## src/rtl/cpu_pkg.sv

```systemverilog
// Shared fetch-stage types and constants: opcode, widths, FSM encoding and queue entry layout.
package cpu_pkg;

    localparam int          INSTR_W = 16;
    localparam logic [3:0]  OPC_HLT = 4'hF;
    localparam logic [15:0] PC_INC  = 16'd2;

    typedef enum logic [1:0] {
        FETCH  = 2'd0,
        WAIT   = 2'd1,
        SQUASH = 2'd2,
        HALTED = 2'd3
    } fetch_state_e;

    typedef struct packed {
        logic [INSTR_W-1:0] instr;
        logic [15:0]        pc_inc;
    } fq_entry_t;

    function automatic logic is_hlt(input logic [INSTR_W-1:0] word);
        return word[INSTR_W-1 -: 4] == OPC_HLT;
    endfunction

endpackage

```

## src/rtl/fetch_unit_if.sv

```systemverilog
// Instruction-memory request/response channel between the fetch unit (master) and imem (slave).
interface fetch_unit_if;
    import cpu_pkg::*;

    logic               imem_req;
    logic [15:0]        imem_addr;
    logic               imem_gnt;
    logic               imem_rvalid;
    logic [INSTR_W-1:0] imem_rdata;

    modport master (
        output imem_req, imem_addr,
        input  imem_gnt, imem_rvalid, imem_rdata
    );

    modport slave (
        input  imem_req, imem_addr,
        output imem_gnt, imem_rvalid, imem_rdata
    );

endinterface

```

## src/rtl/dff.sv

```systemverilog
// Generic register cell with asynchronous active-high reset to a parameterised value.
module dff #(
    parameter int           W       = 1,
    parameter logic [W-1:0] RST_VAL = '0
) (
    input  logic         clk,
    input  logic         rst,
    input  logic [W-1:0] d,
    output logic [W-1:0] q
);

    always_ff @(posedge clk or posedge rst) begin
        if (rst) q <= RST_VAL;
        else     q <= d;
    end

endmodule

```

## src/rtl/fetch_queue.sv

```systemverilog
// Circular fetch FIFO of {instr, pc+2} entries; pointers carry a wrap bit so full/empty need no counter.
module fetch_queue
    import cpu_pkg::*;
#(
    parameter int DEPTH = 2
) (
    input  logic      clk,
    input  logic      rst,
    input  logic      flush,
    input  logic      wr_en,
    input  fq_entry_t wr_data,
    input  logic      rd_en,
    output fq_entry_t rd_data,
    output logic      empty,
    output logic      full
);

    localparam int AW = $clog2(DEPTH);

    logic [AW:0] wr_ptr_q, wr_ptr_d;
    logic [AW:0] rd_ptr_q, rd_ptr_d;
    logic        do_wr, do_rd;
    fq_entry_t   mem_q [DEPTH];

    assign empty = (wr_ptr_q == rd_ptr_q);
    assign full  = (wr_ptr_q[AW] != rd_ptr_q[AW]) && (wr_ptr_q[AW-1:0] == rd_ptr_q[AW-1:0]);

    // A read frees the head slot in the same cycle, so a write at full is legal alongside it.
    assign do_rd = rd_en && !empty && !flush;
    assign do_wr = wr_en && (!full || do_rd) && !flush;

    always_comb begin
        wr_ptr_d = wr_ptr_q + {{AW{1'b0}}, do_wr};
        rd_ptr_d = rd_ptr_q + {{AW{1'b0}}, do_rd};
        if (flush) begin
            wr_ptr_d = '0;
            rd_ptr_d = '0;
        end
    end

    always_ff @(posedge clk or posedge rst) begin
        if (rst) begin
            wr_ptr_q <= '0;
            rd_ptr_q <= '0;
        end else begin
            wr_ptr_q <= wr_ptr_d;
            rd_ptr_q <= rd_ptr_d;
        end
    end

    always_ff @(posedge clk) begin
        if (do_wr) mem_q[wr_ptr_q[AW-1:0]] <= wr_data;
    end

    assign rd_data = mem_q[rd_ptr_q[AW-1:0]];

endmodule

```

## src/rtl/fetch_unit.sv

```systemverilog
// Instruction fetch stage: owns the PC, issues single-outstanding imem reads, buffers returned words,
// handles branch redirects (squashing a read in flight) and stops after an HLT word.
module fetch_unit
    import cpu_pkg::*;
#(
    parameter int          DEPTH    = 2,
    parameter logic [15:0] RESET_PC = 16'h0000
) (
    input  logic               clk,
    input  logic               rst,
    input  logic               stall,
    input  logic               branch,
    input  logic [15:0]        pcBranch,
    fetch_unit_if.master       imem,
    output logic [INSTR_W-1:0] instr,
    output logic [15:0]        pcInc,
    output logic               instr_valid,
    output logic               fetch_halted
);

    fetch_state_e state_q, state_d;
    logic [1:0]   state_bits_q;
    logic [15:0]  pc_q, pc_d;
    logic         handshake;
    logic         fq_wr_en, fq_rd_en, fq_empty, fq_full;
    fq_entry_t    fq_wr_data, fq_rd_data;
    logic         unused_pc_lsb;

    assign unused_pc_lsb = pcBranch[0];

    dff #(.W(2), .RST_VAL(FETCH)) u_state_reg (
        .clk (clk),
        .rst (rst),
        .d   (state_d),
        .q   (state_bits_q)
    );
    assign state_q = fetch_state_e'(state_bits_q);

    dff #(.W(16), .RST_VAL(RESET_PC)) u_pc_reg (
        .clk (clk),
        .rst (rst),
        .d   (pc_d),
        .q   (pc_q)
    );

    assign handshake = imem.imem_req && imem.imem_gnt;

    // Next state; a redirect wins over everything and turns a still-pending read into a squash.
    always_comb begin
        state_d = state_q;
        if (branch) begin
            case (state_q)
                WAIT, SQUASH: state_d = imem.imem_rvalid ? FETCH : SQUASH;
                default:      state_d = FETCH;
            endcase
        end else begin
            case (state_q)
                FETCH:   if (handshake) state_d = WAIT;
                WAIT:    if (imem.imem_rvalid) state_d = is_hlt(imem.imem_rdata) ? HALTED : FETCH;
                SQUASH:  if (imem.imem_rvalid) state_d = FETCH;
                default: state_d = state_q;
            endcase
        end
    end

    always_comb begin
        pc_d = pc_q;
        if (branch)         pc_d = {pcBranch[15:1], 1'b0};
        else if (handshake) pc_d = pc_q + PC_INC;
    end

    // The PC already points past the outstanding read, so it is the pc+2 recorded with the word.
    always_comb begin
        imem.imem_req  = (state_q == FETCH) && !fq_full && !branch && !rst;
        imem.imem_addr = pc_q;
        fq_wr_en       = (state_q == WAIT) && imem.imem_rvalid && !branch;
        fq_wr_data     = '{instr: imem.imem_rdata, pc_inc: pc_q};
        fq_rd_en       = !stall;
        instr_valid    = !fq_empty;
        instr          = fq_empty ? '0 : fq_rd_data.instr;
        pcInc          = fq_empty ? '0 : fq_rd_data.pc_inc;
        fetch_halted   = (state_q == HALTED);
    end

    fetch_queue #(.DEPTH(DEPTH)) u_queue (
        .clk     (clk),
        .rst     (rst),
        .flush   (branch),
        .wr_en   (fq_wr_en),
        .wr_data (fq_wr_data),
        .rd_en   (fq_rd_en),
        .rd_data (fq_rd_data),
        .empty   (fq_empty),
        .full    (fq_full)
    );

    // Read data is only legal while a read is outstanding (live or squashed).
    a_rvalid_outstanding: assert property (@(posedge clk) disable iff (rst)
        imem.imem_rvalid |-> (state_q == WAIT || state_q == SQUASH));

endmodule
```

## src/flat_wrapper.sv

```systemverilog
// flat-port wrapper written by rule: the top's interface ports become plain ports
module fetch_unit_flat import cpu_pkg::*;
#(
    parameter int          DEPTH    = 2,
    parameter logic [15:0] RESET_PC = 16'h0000
)
  (clk, rst, stall, branch, pcBranch, instr, pcInc, instr_valid, fetch_halted, imem_imem_req, imem_imem_addr, imem_imem_gnt, imem_imem_rvalid, imem_imem_rdata);
  fetch_unit_if imem_i ();
  input  logic clk;
  input  logic rst;
  input  logic stall;
  input  logic branch;
  input  logic [15:0] pcBranch;
  output logic [INSTR_W-1:0] instr;
  output logic [15:0] pcInc;
  output logic instr_valid;
  output logic fetch_halted;
  output wire logic [$bits(imem_i.imem_req)-1:0] imem_imem_req;
  output wire logic [$bits(imem_i.imem_addr)-1:0] imem_imem_addr;
  input wire logic [$bits(imem_i.imem_gnt)-1:0] imem_imem_gnt;
  input wire logic [$bits(imem_i.imem_rvalid)-1:0] imem_imem_rvalid;
  input wire logic [$bits(imem_i.imem_rdata)-1:0] imem_imem_rdata;
  assign imem_imem_req = imem_i.imem_req;
  assign imem_imem_addr = imem_i.imem_addr;
  assign imem_i.imem_gnt = imem_imem_gnt;
  assign imem_i.imem_rvalid = imem_imem_rvalid;
  assign imem_i.imem_rdata = imem_imem_rdata;
  fetch_unit #(.DEPTH(DEPTH), .RESET_PC(RESET_PC)) u_core (.clk(clk), .rst(rst), .stall(stall), .branch(branch), .pcBranch(pcBranch), .imem(imem_i), .instr(instr), .pcInc(pcInc), .instr_valid(instr_valid), .fetch_halted(fetch_halted));
endmodule
```

## config.mk

```make
export PLATFORM = sky130hd
export DESIGN_NAME = fetch_unit_flat
export DESIGN_NICKNAME = d
export VERILOG_FILES = /design/src/rtl/cpu_pkg.sv /design/src/rtl/fetch_unit_if.sv /design/src/rtl/dff.sv /design/src/rtl/fetch_queue.sv /design/src/rtl/fetch_unit.sv /design/src/flat_wrapper.sv
export SDC_FILE = /design/constraint.sdc
export NUM_CORES = 1
export LEC_CHECK = 0
export ABC_AREA = 1
export CAP_MARGIN = 10
export CORE_UTILIZATION = 45
export DETAILED_ROUTE_END_ITERATION = 10
export GPL_TIMING_DRIVEN = 0
export PLACE_DENSITY_LB_ADDON = 0.12
export SKIP_LAST_GASP = 1
export SYNTH_ARGS = -nofsm -noshare
export SYNTH_HDL_FRONTEND = slang
export SYNTH_SLANG_ARGS = --single-unit
```

## constraint.sdc

```tcl
create_clock -name clk -period 2.45 [get_ports clk]
set_input_delay 0.49 -clock clk [delete_from_list [all_inputs] [get_ports clk]]
set_output_delay 0.49 -clock clk [all_outputs]
set_load 0.01 [all_outputs]
```

==> summary.md, run 1 <==
| Metric | Value |
|---|---|
| Highest clock rate | `just under 400 MHz` |
| Later-pin clock latency in the skew report | `around 0.35 ns` |
| Number of buffers on the longest clock path | `2` |
| Final setup violation count | `29` |
| Syn-to-layout area delta | `31.7%` |
| Violations in the final reports | `setup timing` |
| HPWL Detailed | `~5.8 mm` |
| Minimum clock period after layout | `between 2 and 3 ns` |
| CTS Buf Count | `9` |
| Overall die height | `94.9 um` |
| Post-Synthesis Cell Area | `just under 4000 sq um` |
| Layout cell share with drive strength beyond 1 | `about 12%` |
| Fill cells | `roughly 720` |
| Tightest Hold Check Type | `in -> reg` |
| IO Port Bufs | `84` |
| Yosys warning total | `0` |
| Slew at the pin closest to its max-slew limit | `between 0.8 and 0.9 ns` |
| Initial standard-cell utilization of the core | `a little under half` |
| Global-route wire length before repair | `13.6 mm` |
| Finished Layout Cells | `between 600 and 700` |
| Final Hold Violating Endpoints | `0` |
| Remaining global-route overflow | `0` |
| Cell with the biggest individual delay on the critical path | `clkdlybuf4s50_1` |
| CP endpoint kind | `primary output` |
| Number of routed nets with antenna violations | `0` |
| Sequential cell area | `about 2400 sq um` |
| Clock share of power | `between 20% and 30%` |
| Flop and latch count out of synthesis | `83` |
| Type of the setup path with the least slack | `reg -> out` |
| Kind of cell adding the most delay to the critical path | `buffers and inverters` |
| Worst path arrival time | `roughly 2.1 ns` |
| Initial antenna violation count | `0` |
| CP Cell Sequence | `buf_4 -> inv_4 -> nand2_4 -> a21oi_4 -> buf_6 -> a21oi_1 -> clkdlybuf4s50_1` |
| Final Net Count | `545` |
| Unrepaired setup endpoints after global routing | `yes` |
| Vias in the first global route | `~2900` |
| Number of stages on the worst hold path | `3` |
| Status | `finished with violations` |
| Launching element type of the critical path | `flop` |
| Number of antenna repair diodes | `0` |
| Critical Path Stages | `7` |
| Area of the multi-input gates | `1320 sq um` |
| Clock tree skew after final layout | `~0.0058 ns` |
| Largest net degree at the start of global routing | `33` |
| Number of max-cap violations | `0` |
| Post-DR wirelength/cell | `between 10 and 15 um` |
| Critical path data required time | `about 2.0 ns` |
| Deepest level of the CTS H-tree | `3` |
| Net switching power | `1.10 mW` |
| CTS sink cnt | `just over 80` |
| Core outline area | `a little over 8000 sq um` |
| Sequential share of power | `between 40% and 50%` |
| Sw Share | `a little under a third` |
| # placed instances | `about 590` |
| Worst path max stage delay | `0.50 ns` |
| Detailed-router iteration count before antenna repair | `4` |
| Syn Area/Cell | `9.78 sq um` |
| Part of the total power dissipated in combinational logic | `26.8%` |
| Setup ws final | `-0.0961 ns` |
| Buffers and inverters on the worst path | `4` |
| Power after layout | `~3.6 mW` |
| Leakage | `roughly 2.1 nW` |
| Worst max-slew margin expressed relative to the limit | `45.0%` |
| CTS tree | `yes` |
| Number of distinct standard cells referenced by the synthesized netlist | `28` |
| Die W | `between 90 and 100 um` |
| Root cell of the clock tree | `clkbuf_8` |
| I/O pin count | `89` |
| Gate count of the mapped netlist | `a little under 400` |
| Final Routed Wirelength | `8.53 mm` |
| Clk slew on worst S/H paths | `around 0.08 ns` |
| Internal | `between 2 and 2.5 mW` |
| Placement-stage worst setup slack | `-0.0450 ns` |
| Post-route clock period utilization | `104%` |
| Highest ir drop seen on vdd | `0.000365 V` |
| Total number of placement rows | `33` |
| Hold buffers post-CTS | `0` |
| Total number of vias | `3079` |
| Total negative setup slack | `-1.69 ns` |
| Power Dens Cells | `about 700 nW/um^2` |
| First DRT Iteration DRCs | `~100` |
| Routability cong. | `around 0.8` |
| Die Area | `9000 sq um` |
| Critical Path Fanout Max | `10` |
| Depth of the most critical reg-to-reg path | `9` |
| Max Slew Vio Count | `0` |
| Sequential element share of the synthesized area | `roughly three fifths` |
| Total DRC errors in the routed layout | `0` |
| Via/cell ratio | `just over 5` |
| Total global-route track usage | `approximately 20%` |
[power by group through the flow]
stage	Sequential (mW)	Combinational [mW]	Clock [mW]
floorplan	1.80	0.489	0
global placement	1.81	0.890	0
detailed placement	1.82	0.909	0
CTS	1.79	0.943	0.852
global route	1.81	1.07	0.918
finish	1.79	0.961	0.842
[placed cells by master, fill, tap and decap left out, types with 4 or more instances in the layout]
cell type,synthesis,final
dfrtp_1,21,21
ha_1,8,5
buf_6,2,5
nand2_2,7,7
xnor2_1,4,4
or2_2,6,6
clkbuf_8,0,9
a21oi_1,36,36
nor2_1,28,28
nand4_1,5,5
edfxtp_1,62,62
nand3_1,28,28
inv_1,21,21
buf_4,3,9
clkdlybuf4s50_1,0,79
nand2_1,137,137
clkbuf_1,8,4
[state kept, by name, indices dropped and copies added (netlist names)]
signal                   cells
u_core.u_queue.rd_ptr_q      2
u_core.u_pc_reg.q           15
u_core.u_queue.mem_q        62
u_core.u_state_reg.q         2
u_core.u_queue.wr_ptr_q      2
[worst paths after layout]
kind                                                           start  slack, ns                              endpoint
worst max-delay path            u_core.u_queue.rd_ptr_q[0]$_DFF_PP0_       -0.1                             pcInc[13]
worst min register to register   u_core.u_state_reg.q[0]$_DFFE_PP0P_       0.53   u_core.u_state_reg.q[0]$_DFFE_PP0P_
worst max register to register  u_core.u_queue.rd_ptr_q[0]$_DFF_PP0_       0.31  u_core.u_queue.wr_ptr_q[1]$_DFF_PP0_
min in group asynchronous                                        rst       0.69   u_core.u_state_reg.q[1]$_DFFE_PP0P_
max in group asynchronous                                        rst       1.25      u_core.u_pc_reg.q[8]$_DFFE_PP0P_
worst min-delay path                                          branch       0.41      u_core.u_pc_reg.q[8]$_DFFE_PP0P_
[layout make-up]
type	count	area share, %
sequential	83	46.7
multi-input combinational	273	25.8
timing repair buffer	90	17.3
clock buffer	11	2.57
tap	105	2.57
buffer	17	2.52
inverter	25	1.98
clock inverter	5	0.587
[cell usage after synthesis, drive strengths merged]
master / n / area [sq um]
nand2: 147 / 592
edfxtp: 62 / 1860
a21oi: 37 / 189
nor2: 30 / 123
nand3: 29 / 158
inv: 25 / 101
dfrtp: 21 / 526
buf: 9 / 65.1
clkbuf: 8 / 30.0
ha: 8 / 100
or2: 6 / 37.5
nand4: 5 / 31.3
xnor2: 4 / 35.0
o21ai: 2 / 10.0
conb: 1 / 3.75
nand3b: 1 / 7.51
nor3: 1 / 5.00
o211ai: 1 / 7.51
[layer usage]
| metal | GRT usage (%) | share of wire (%) |
|---|---|---|
| met3 | 4.43 | 5.7 |
| met4 | 8.46 | 1.6 |
| met5 | 0 | 0 |
| met1 | 25.4 | 44 |
| met2 | 34.2 | 48 |
[kinds of logic (layout without fill, tap and decap cells)]
group,Yosys count,in the layout,share of synthesized area [%]
other,1,2,0.0966
and+or+nand+nor,219,219,24.6
AOI/OAI and AO/OA,40,40,5.32
adders and majority gates,8,8,2.58
xor gates and xnor gates,4,4,0.902
DFF,83,83,61.5
buffers and inverters,42,148,5.06
[tightest hold or removal path, stage by stage]
cell     delay, ns
buf_6         0.11
nand2_1       0.05
nand3_1       0.07
[stage by stage]
stage	area [sq um]	hold WS (ns)	utilization (%)
CTS	5080	0.409	61.2
finish	5110	0.407	61.6
global route	5110	0.426	61.6
detailed placement	4860	0.528	58.6
floorplan	3890	0.467	-
global placement	4860	0.519	58.5
[timing repair]
item | 4_1_cts | 5_1_grt
setup buffers | 2 | 4
endpoints found under the setup margin | 32 | 31
pin swaps | 0 | 1
resized for setup | 19 | 3
No activity file was read; power rests on OpenSTA's default activity.
==> run 2, diff against run 1 <==
--- a/config.mk
+++ b/config.mk
@@ -9,7 +9,6 @@
 export CAP_MARGIN = 10
 export CORE_UTILIZATION = 45
 export DETAILED_ROUTE_END_ITERATION = 10
-export GPL_TIMING_DRIVEN = 0
 export PLACE_DENSITY_LB_ADDON = 0.12
 export SKIP_LAST_GASP = 1
 export SYNTH_ARGS = -nofsm -noshare
==> run 2 against run 1 <==
Effect of this change:
- the run still ends with setup timing left
- total power up 9.5%
- clock power grew 39%
- largest power group unchanged
- combinational power increased by 2%
- worst hold slack improved by 0.13 ns
- sequential power about the same
- critical path type unchanged
- sequential cell count unchanged
- highest routed layer unchanged
- final area rose by 2.1%
- routed wire length grew 1.1%
- maximum frequency is 3.6% higher
- clock skew rose by 0.0017 ns
==> summary.md, run 2 (same netlist as run 1, synthesis figures left out) <==
| Metric | Value |
|---|---|
| Status | `finished with violations` |
| Violations in the final reports | `setup timing` |
| Die Area | `9000 sq um (unchanged)` |
| Hold Path Origin | `u_core.u_state_reg.q[0]$_DFFE_PP0P_` |
| Fill cells | `698 (-3.3%)` |
| Leakage | `2.23 nW (+6.3%)` |
| Worst path arrival time | `1.97 ns (-0.09 ns)` |
| Root cell of the clock tree | `clkbuf_8` |
| Hold buffers post-CTS | `0 (unchanged)` |
| Routability cong. | `0.802 (+0.69%)` |
| IO Port Bufs | `85 (+1.2%)` |
| Final Routed Wirelength | `8.63 mm (+1.1%)` |
| Number of max-cap violations | `0 (unchanged)` |
| # placed instances | `581 (-1.0%)` |
| Worst path max stage delay | `0.48 ns (-0.02 ns)` |
| Max Slew Vio Count | `0 (unchanged)` |
| Via/cell ratio | `4.98 (-1.4%)` |
| Post-DR wirelength/cell | `14.4 um (+2.6%)` |
| Number of buffers on the longest clock path | `2 (unchanged)` |
| Vias in the first global route | `2704 (-5.2%)` |
| HPWL Detailed | `5.57 mm (-4.4%)` |
| Remaining global-route overflow | `0 (unchanged)` |
| Initial antenna violation count | `0 (unchanged)` |
| Post-route clock period utilization | `100% (-3.7 points)` |
| Largest net degree at the start of global routing | `32 (-3.0%)` |
| Core outline area | `8300 sq um (unchanged)` |
| Total number of placement rows | `33 (unchanged)` |
| Sequential share of power | `45.4% (-4.4 points)` |
| CTS sink cnt | `83 (unchanged)` |
| Unrepaired setup endpoints after global routing | `yes` |
| Critical path data required time | `1.96 ns (about the same)` |
| Sequential cell area | `2390 sq um (about the same)` |
| Total DRC errors in the routed layout | `0 (unchanged)` |
| Final Hold Violating Endpoints | `0 (unchanged)` |
| Initial standard-cell utilization of the core | `46.8% (unchanged)` |
| Cell with the biggest individual delay on the critical path | `clkdlybuf4s50_1` |
| Die W | `94.9 um (unchanged)` |
| Net switching power | `1.12 mW (+2.0%)` |
| Final Core Density | `62.9% (+1.3 points)` |
| Total negative setup slack | `-0.0125 ns (+1.68 ns)` |
| Leading cell type in the layout, fill and taps excluded | `nand2_1` |
| Launching element type of the critical path | `flop` |
| Overall die height | `94.9 um (unchanged)` |
| Layout cell share with drive strength beyond 1 | `11.3% (-0.99 points)` |
| Type of the setup path with the least slack | `reg -> out` |
| CTS Buf Count | `9 (unchanged)` |
| Clock share of power | `29.7% (+6.3 points)` |
| Area of the multi-input gates | `1320 sq um (-0.19%)` |
| I/O pin count | `89 (unchanged)` |
| Later-pin clock latency in the skew report | `0.35 ns (about the same)` |
| Tightest Hold Check Type | `reg -> reg` |
| Placement-stage worst setup slack | `0.125 ns (+0.170 ns)` |
| Most frequent cells in the layout | `nand2_1 (136), clkdlybuf4s50_1 (77), edfxtp_1 (62)` |
| Final setup violation count | `4 (-86%)` |
| Flip-flop count of the largest register, all copies and words added | `62 (unchanged)` |
| CTS tree | `yes` |
| R2r endpoint | `u_core.u_queue.mem_q[1][31]$_DFFE_PP_` |
| Part of the total power dissipated in combinational logic | `24.9% (-1.9 points)` |
| Critical register-to-register path startpoint | `u_core.u_state_reg.q[1]$_DFFE_PP0P_` |
| Sw Share | `28.5% (-2.1 points)` |
| Total global-route track usage | `20.2% (-0.17 points)` |
| Number of antenna repair diodes | `0 (unchanged)` |
| Final Net Count | `537 (-1.5%)` |
| Deepest level of the CTS H-tree | `3 (unchanged)` |
| Total number of vias | `2990 (-2.9%)` |
| Depth of the most critical reg-to-reg path | `6 (-3)` |
| Number of routed nets with antenna violations | `0 (unchanged)` |
| Flop2flop setup slack | `0.75 ns (+0.44 ns)` |
| Global-route wire length before repair | `13.5 mm (-1.1%)` |
| Clk slew on worst S/H paths | `0.08 ns (about the same)` |
| Clock tree skew after final layout | `0.00746 ns (+0.00170 ns)` |
| Minimum clock period after layout | `2.46 ns (-0.0895 ns)` |
| CP Cell Sequence | `inv_4 -> nand2_4 -> a21oi_4 -> clkbuf_16 -> a21oi_1 -> clkdlybuf4s50_1` |
| Power Dens Cells | `753 nW/um^2 (+7.3%)` |
| Crit path launch | `u_core.u_queue.rd_ptr_q[0]$_DFF_PP0_` |
| Finished Layout Cells | `600 (-1.5%)` |
| CP endpoint kind | `primary output` |
| Internal | `2.81 mW (+13%)` |
| Highest ir drop seen on vdd | `0.000372 V (+1.9%)` |
| Highest clock rate | `407 MHz (+3.6%)` |
| Setup ws final | `-0.00657 ns (+0.0895 ns)` |
| First DRT Iteration DRCs | `135 (+30%)` |
| Critical Path Fanout Max | `16 (+6)` |
| Last element of the critical path | `pcInc[6]` |
| Detailed-router iteration count before antenna repair | `4 (unchanged)` |
| Syn-to-layout area delta | `34.5%` |
[run 2: through the flow]
step	cell area (sq um)	total power, mW	hold WS, ns
2_1_floorplan	3890	2.29	0.467
3_3_place_gp	4900	2.72	0.523
3_5_place_dp	4900	2.75	0.532
4_1_cts	5180	3.95	0.551
5_1_grt	5220	4.13	0.584
6_report	5220	3.93	0.540
[run 2: worst min path at each step]
| stage | cells past startpoint | to |
|---|---|---|
| finish | 2 | u_core.u_state_reg.q[0]$_DFFE_PP0P_ |
| global route | 2 | u_core.u_state_reg.q[1]$_DFFE_PP0P_ |
| CTS | 2 | u_core.u_state_reg.q[1]$_DFFE_PP0P_ |
| detailed placement | 2 | u_core.u_state_reg.q[1]$_DFFE_PP0P_ |
| global placement | 2 | u_core.u_state_reg.q[1]$_DFFE_PP0P_ |
| floorplan | 1 | u_core.u_pc_reg.q[10]$_DFFE_PP0P_ |
[run 2: worst max-delay path: cells and delay by family (launching register included)]
family / cells / cell delay [ns]
AO/OA/AOI/OAI: 2 / 0.29
buffers and inverters: 3 / 0.80
flip-flops: 1 / 0.46
AND/OR/NAND/NOR: 1 / 0.06
[run 2: per-layer routing]
layer,part of all wire (%),track usage [%]
met3,6.2,3.38
met5,0,0
met2,47,32.1
met1,45,27.7
met4,1.2,7.95
[run 2: final cells by class]
type	count	area share (%)
inverter	25	1.94
tap	105	2.52
clock inverter	6	2.16
timing repair buffer	99	20.1
sequential	83	45.8
multi-input combinational	273	25.2
clock buffer	9	2.37
[run 2: power groups by stage]
stage | Combinational, mW | Sequential (mW) | Clock (mW)
floorplan | 0.489 | 1.80 | 0
global placement | 0.910 | 1.81 | 0
detailed placement | 0.934 | 1.82 | 0
CTS | 0.977 | 1.78 | 1.19
global route | 1.08 | 1.80 | 1.25
finish | 0.977 | 1.79 | 1.17
[run 2: timing repair]
action | CTS | global route
cloned | 1 | 0
buffers inserted | 1 | 2
endpoints found under the setup margin | 32 | 33
resized for setup | 4 | 11
==> run 3, diff against run 2 <==
==> constraint.sdc (replaced) <==
create_clock -name clk -period 2.4 [get_ports clk]
set_input_delay 0.48 -clock clk [delete_from_list [all_inputs] [get_ports clk]]
set_output_delay 0.48 -clock clk [all_outputs]
set_load 0.01 [all_outputs]
==> run 3 against run 2 <==
Effect of this change:
- core utilization down 0.12 points
- total power down 5.5%
- routed wire length up 0.13%
- die area unchanged
- count of clock-buffer cells in the layout up 2
- via count up 1.7%
- combinational power up 6%
- sequential share of layout area up 0.088 points
- global-route usage down 0.15 points
- the run still ends with setup timing left
- clock power down 27%
- final area down 0.19%
==> summary.md, run 3 (same netlist as run 1, synthesis figures left out) <==
| Metric | Value |
|---|---|
| Area after DPL | `4900 sq um (unchanged)` |
| Post-DR wirelength/cell | `14.3 um (-0.70%)` |
| Violations in the final reports | `setup timing` |
| CP Cell Sequence | `inv_4 -> nand2_4 -> a21oi_4 -> buf_12 -> a21oi_1 -> clkdlybuf4s50_1` |
| Number of buffers on the longest clock path | `2 (unchanged)` |
| Setup ws final | `-0.0478 ns (-0.0412 ns)` |
| Remaining global-route overflow | `0 (unchanged)` |
| First DRT Iteration DRCs | `118 (-13%)` |
| Overall die height | `94.9 um (unchanged)` |
| Number of max-cap violations | `0 (unchanged)` |
| Leakage | `2.39 nW (+7.3%)` |
| Layout cell share with drive strength beyond 1 | `12.0% (+0.69 points)` |
| Minimum clock period after layout | `around 2.4 ns` |
| Leading cell type in the layout, fill and taps excluded | `nand2_1` |
| Via/cell ratio | `5.03 (+0.87%)` |
| Hold buffers post-CTS | `0 (unchanged)` |
| Root cell of the clock tree | `clkbuf_8` |
| Tightest Hold Check Type | `in -> async` |
| Deepest level of the CTS H-tree | `3 (unchanged)` |
| CTS sink cnt | `83 (unchanged)` |
| Type of the setup path with the least slack | `reg -> out` |
| Power Dens Cells | `713 nW/um^2 (-5.3%)` |
| Unrepaired setup endpoints after global routing | `yes` |
| Critical Path Fanout Max | `16 (unchanged)` |
| Core outline area | `8300 sq um (unchanged)` |
| Detailed-router iteration count before antenna repair | `5 (+1)` |
| Global-route wire length before repair | `13.5 mm (+0.31%)` |
| Largest net degree at the start of global routing | `33 (+3.1%)` |
| Total number of placement rows | `33 (unchanged)` |
| CTS Buf Count | `9 (unchanged)` |
| Kind of cell adding the most delay to the critical path | `buffers and inverters` |
| Flip-flop count of the largest register, all copies and words added | `62 (unchanged)` |
| Vias in the first global route | `2858 (+5.7%)` |
| Total non-filler cell area in the finished layout | `5210 sq um (-0.19%)` |
| Initial antenna violation count | `0 (unchanged)` |
| Initial standard-cell utilization of the core | `46.8% (unchanged)` |
| Post-route clock period utilization | `102%` |
| Buffers and inverters on the worst path | `3 (unchanged)` |
| Number of antenna repair diodes | `0 (unchanged)` |
| Final Routed Wirelength | `8.64 mm (+0.13%)` |
| Launching element type of the critical path | `flop` |
| Highest ir drop seen on vdd | `0.000351 V (-5.7%)` |
| Routability cong. | `0.804 (+0.21%)` |
| Clk slew on worst S/H paths | `0.09 ns (about the same)` |
| Total global-route track usage | `20.1% (-0.15 points)` |
| Later-pin clock latency in the skew report | `0.35 ns (about the same)` |
| Final Net Count | `541 (+0.74%)` |
| IO Port Bufs | `85 (unchanged)` |
| Cell with the biggest individual delay on the critical path | `clkdlybuf4s50_1` |
| Total number of vias | `3041 (+1.7%)` |
| Die W | `94.9 um (unchanged)` |
| HPWL Detailed | `5.46 mm (-2.0%)` |
| Worst path max stage delay | `0.51 ns (+0.03 ns)` |
| Total DRC errors in the routed layout | `0 (unchanged)` |
| # placed instances | `581 (unchanged)` |
| Highest clock rate | `about 410 MHz` |
| Max Slew Vio Count | `0 (unchanged)` |
| Final Hold Violating Endpoints | `0 (unchanged)` |
| Status | `finished with violations` |
| Number of routed nets with antenna violations | `0 (unchanged)` |
| Most frequent cells in the layout | `nand2_1 (136), clkdlybuf4s50_1 (67), edfxtp_1 (62)` |
| Finished Layout Cells | `605 (+0.83%)` |
| CTS tree | `yes` |
| Worst path arrival time | `1.97 ns (about the same)` |
| Clock tree skew after final layout | `0.0102 ns (+0.00270 ns)` |
| CP endpoint kind | `primary output` |
| Die Area | `9000 sq um (unchanged)` |
| Final setup violation count | `11 (+7)` |
| Critical path data required time | `1.92 ns (-0.04 ns)` |
| I/O pin count | `89 (unchanged)` |
| Syn-to-layout area delta | `34.2%` |
## run 3: cell types whose count changed in the layout (fill, tap and decap cells not counted), moves of 2 or more
cell / change
clkdlybuf4s50_1: -10
dlymetal6s2s_1: +10
buf_4: +4
bufinv_16: -3
clkbuf_1: +2
inv_1: -2
inv_2: +2
inv_6: -2
## run 3: where the power goes
part | leakage (nW) | internal (mW) | total (mW) | switching (mW)
clock | 0.0807 | 0.372 | 0.855 | 0.484
combinational | 1.49 | 0.511 | 1.04 | 0.530
sequential | 0.821 | 1.69 | 1.82 | 0.127
total | 2.39 | 2.58 | 3.72 | 1.14
## run 3: timing repair
action                     4_1_cts  5_1_grt
resized for setup                2       24
setup buffers                    2        5
gates cloned                     0        1
setup endpoints to repair       33       33
hold endpoints to repair         0        0
## run 3: area by class of cell
class                           count  area [sq um]
Fill cell                         687          3090
Clock buffer                       11           131
Multi-Input combinational cell    273          1330
Tap cell                          105           131
Inverter                           25           101
Clock inverter                      5          30.0
Sequential cell                    83          2390
Timing Repair Buffer              103          1100
## run 3: per-stage QoR
step           power, mW  hold WS, ns  TNS, ns  setup slack, ns  util (%)
6_report            3.72        0.548   -0.148          -0.0478      62.8
5_1_grt             3.94        0.583    -1.31           -0.142      62.8
4_1_cts             3.68        0.553    -1.80          -0.0860      61.2
3_5_place_dp        2.80        0.534        0           0.0715      59.0
3_3_place_gp        2.78        0.525        0            0.105      59.0
2_1_floorplan       2.34        0.457        0           0.0357         -
## run 3: final timing paths
path,from,to,slack (ns),depth (start not counted)
worst max-delay path,u_core.u_queue.rd_ptr_q[0]$_DFF_PP0_,pcInc[15],-0.05,6
min in group clk,u_core.u_queue.wr_ptr_q[1]$_DFF_PP0_,u_core.u_queue.wr_ptr_q[1]$_DFF_PP0_,0.59,2
worst max register to register,u_core.u_state_reg.q[0]$_DFFE_PP0P_,u_core.u_queue.wr_ptr_q[1]$_DFF_PP0_,0.72,8
worst min-delay path,rst,u_core.u_state_reg.q[0]$_DFFE_PP0P_,0.55,3
max in group asynchronous,rst,u_core.u_queue.rd_ptr_q[0]$_DFF_PP0_,1.61,3
worst min register to register,u_core.u_queue.wr_ptr_q[1]$_DFF_PP0_,u_core.u_queue.wr_ptr_q[1]$_DFF_PP0_,0.59,2
## run 3: worst register-to-register path: stages, from the launching register on
cell	delay [ns]
dfrtp_1	0.41
buf_4	0.15
ha_1	0.22
nand4_1	0.10
inv_1	0.06
ha_1	0.23
buf_12	0.18
xnor2_1	0.16
nor2_1	0.05
## run 3: metal layers
metal / global-route usage [%] / routed length (um) / vias up
li1: - / - / 1506
met1: 26.8 / 3820 / 1430
met2: 32.0 / 4160 / 96
met3: 4.67 / 538 / 9
met4: 7.07 / 119 / 0
met5: 0 / 0 / -
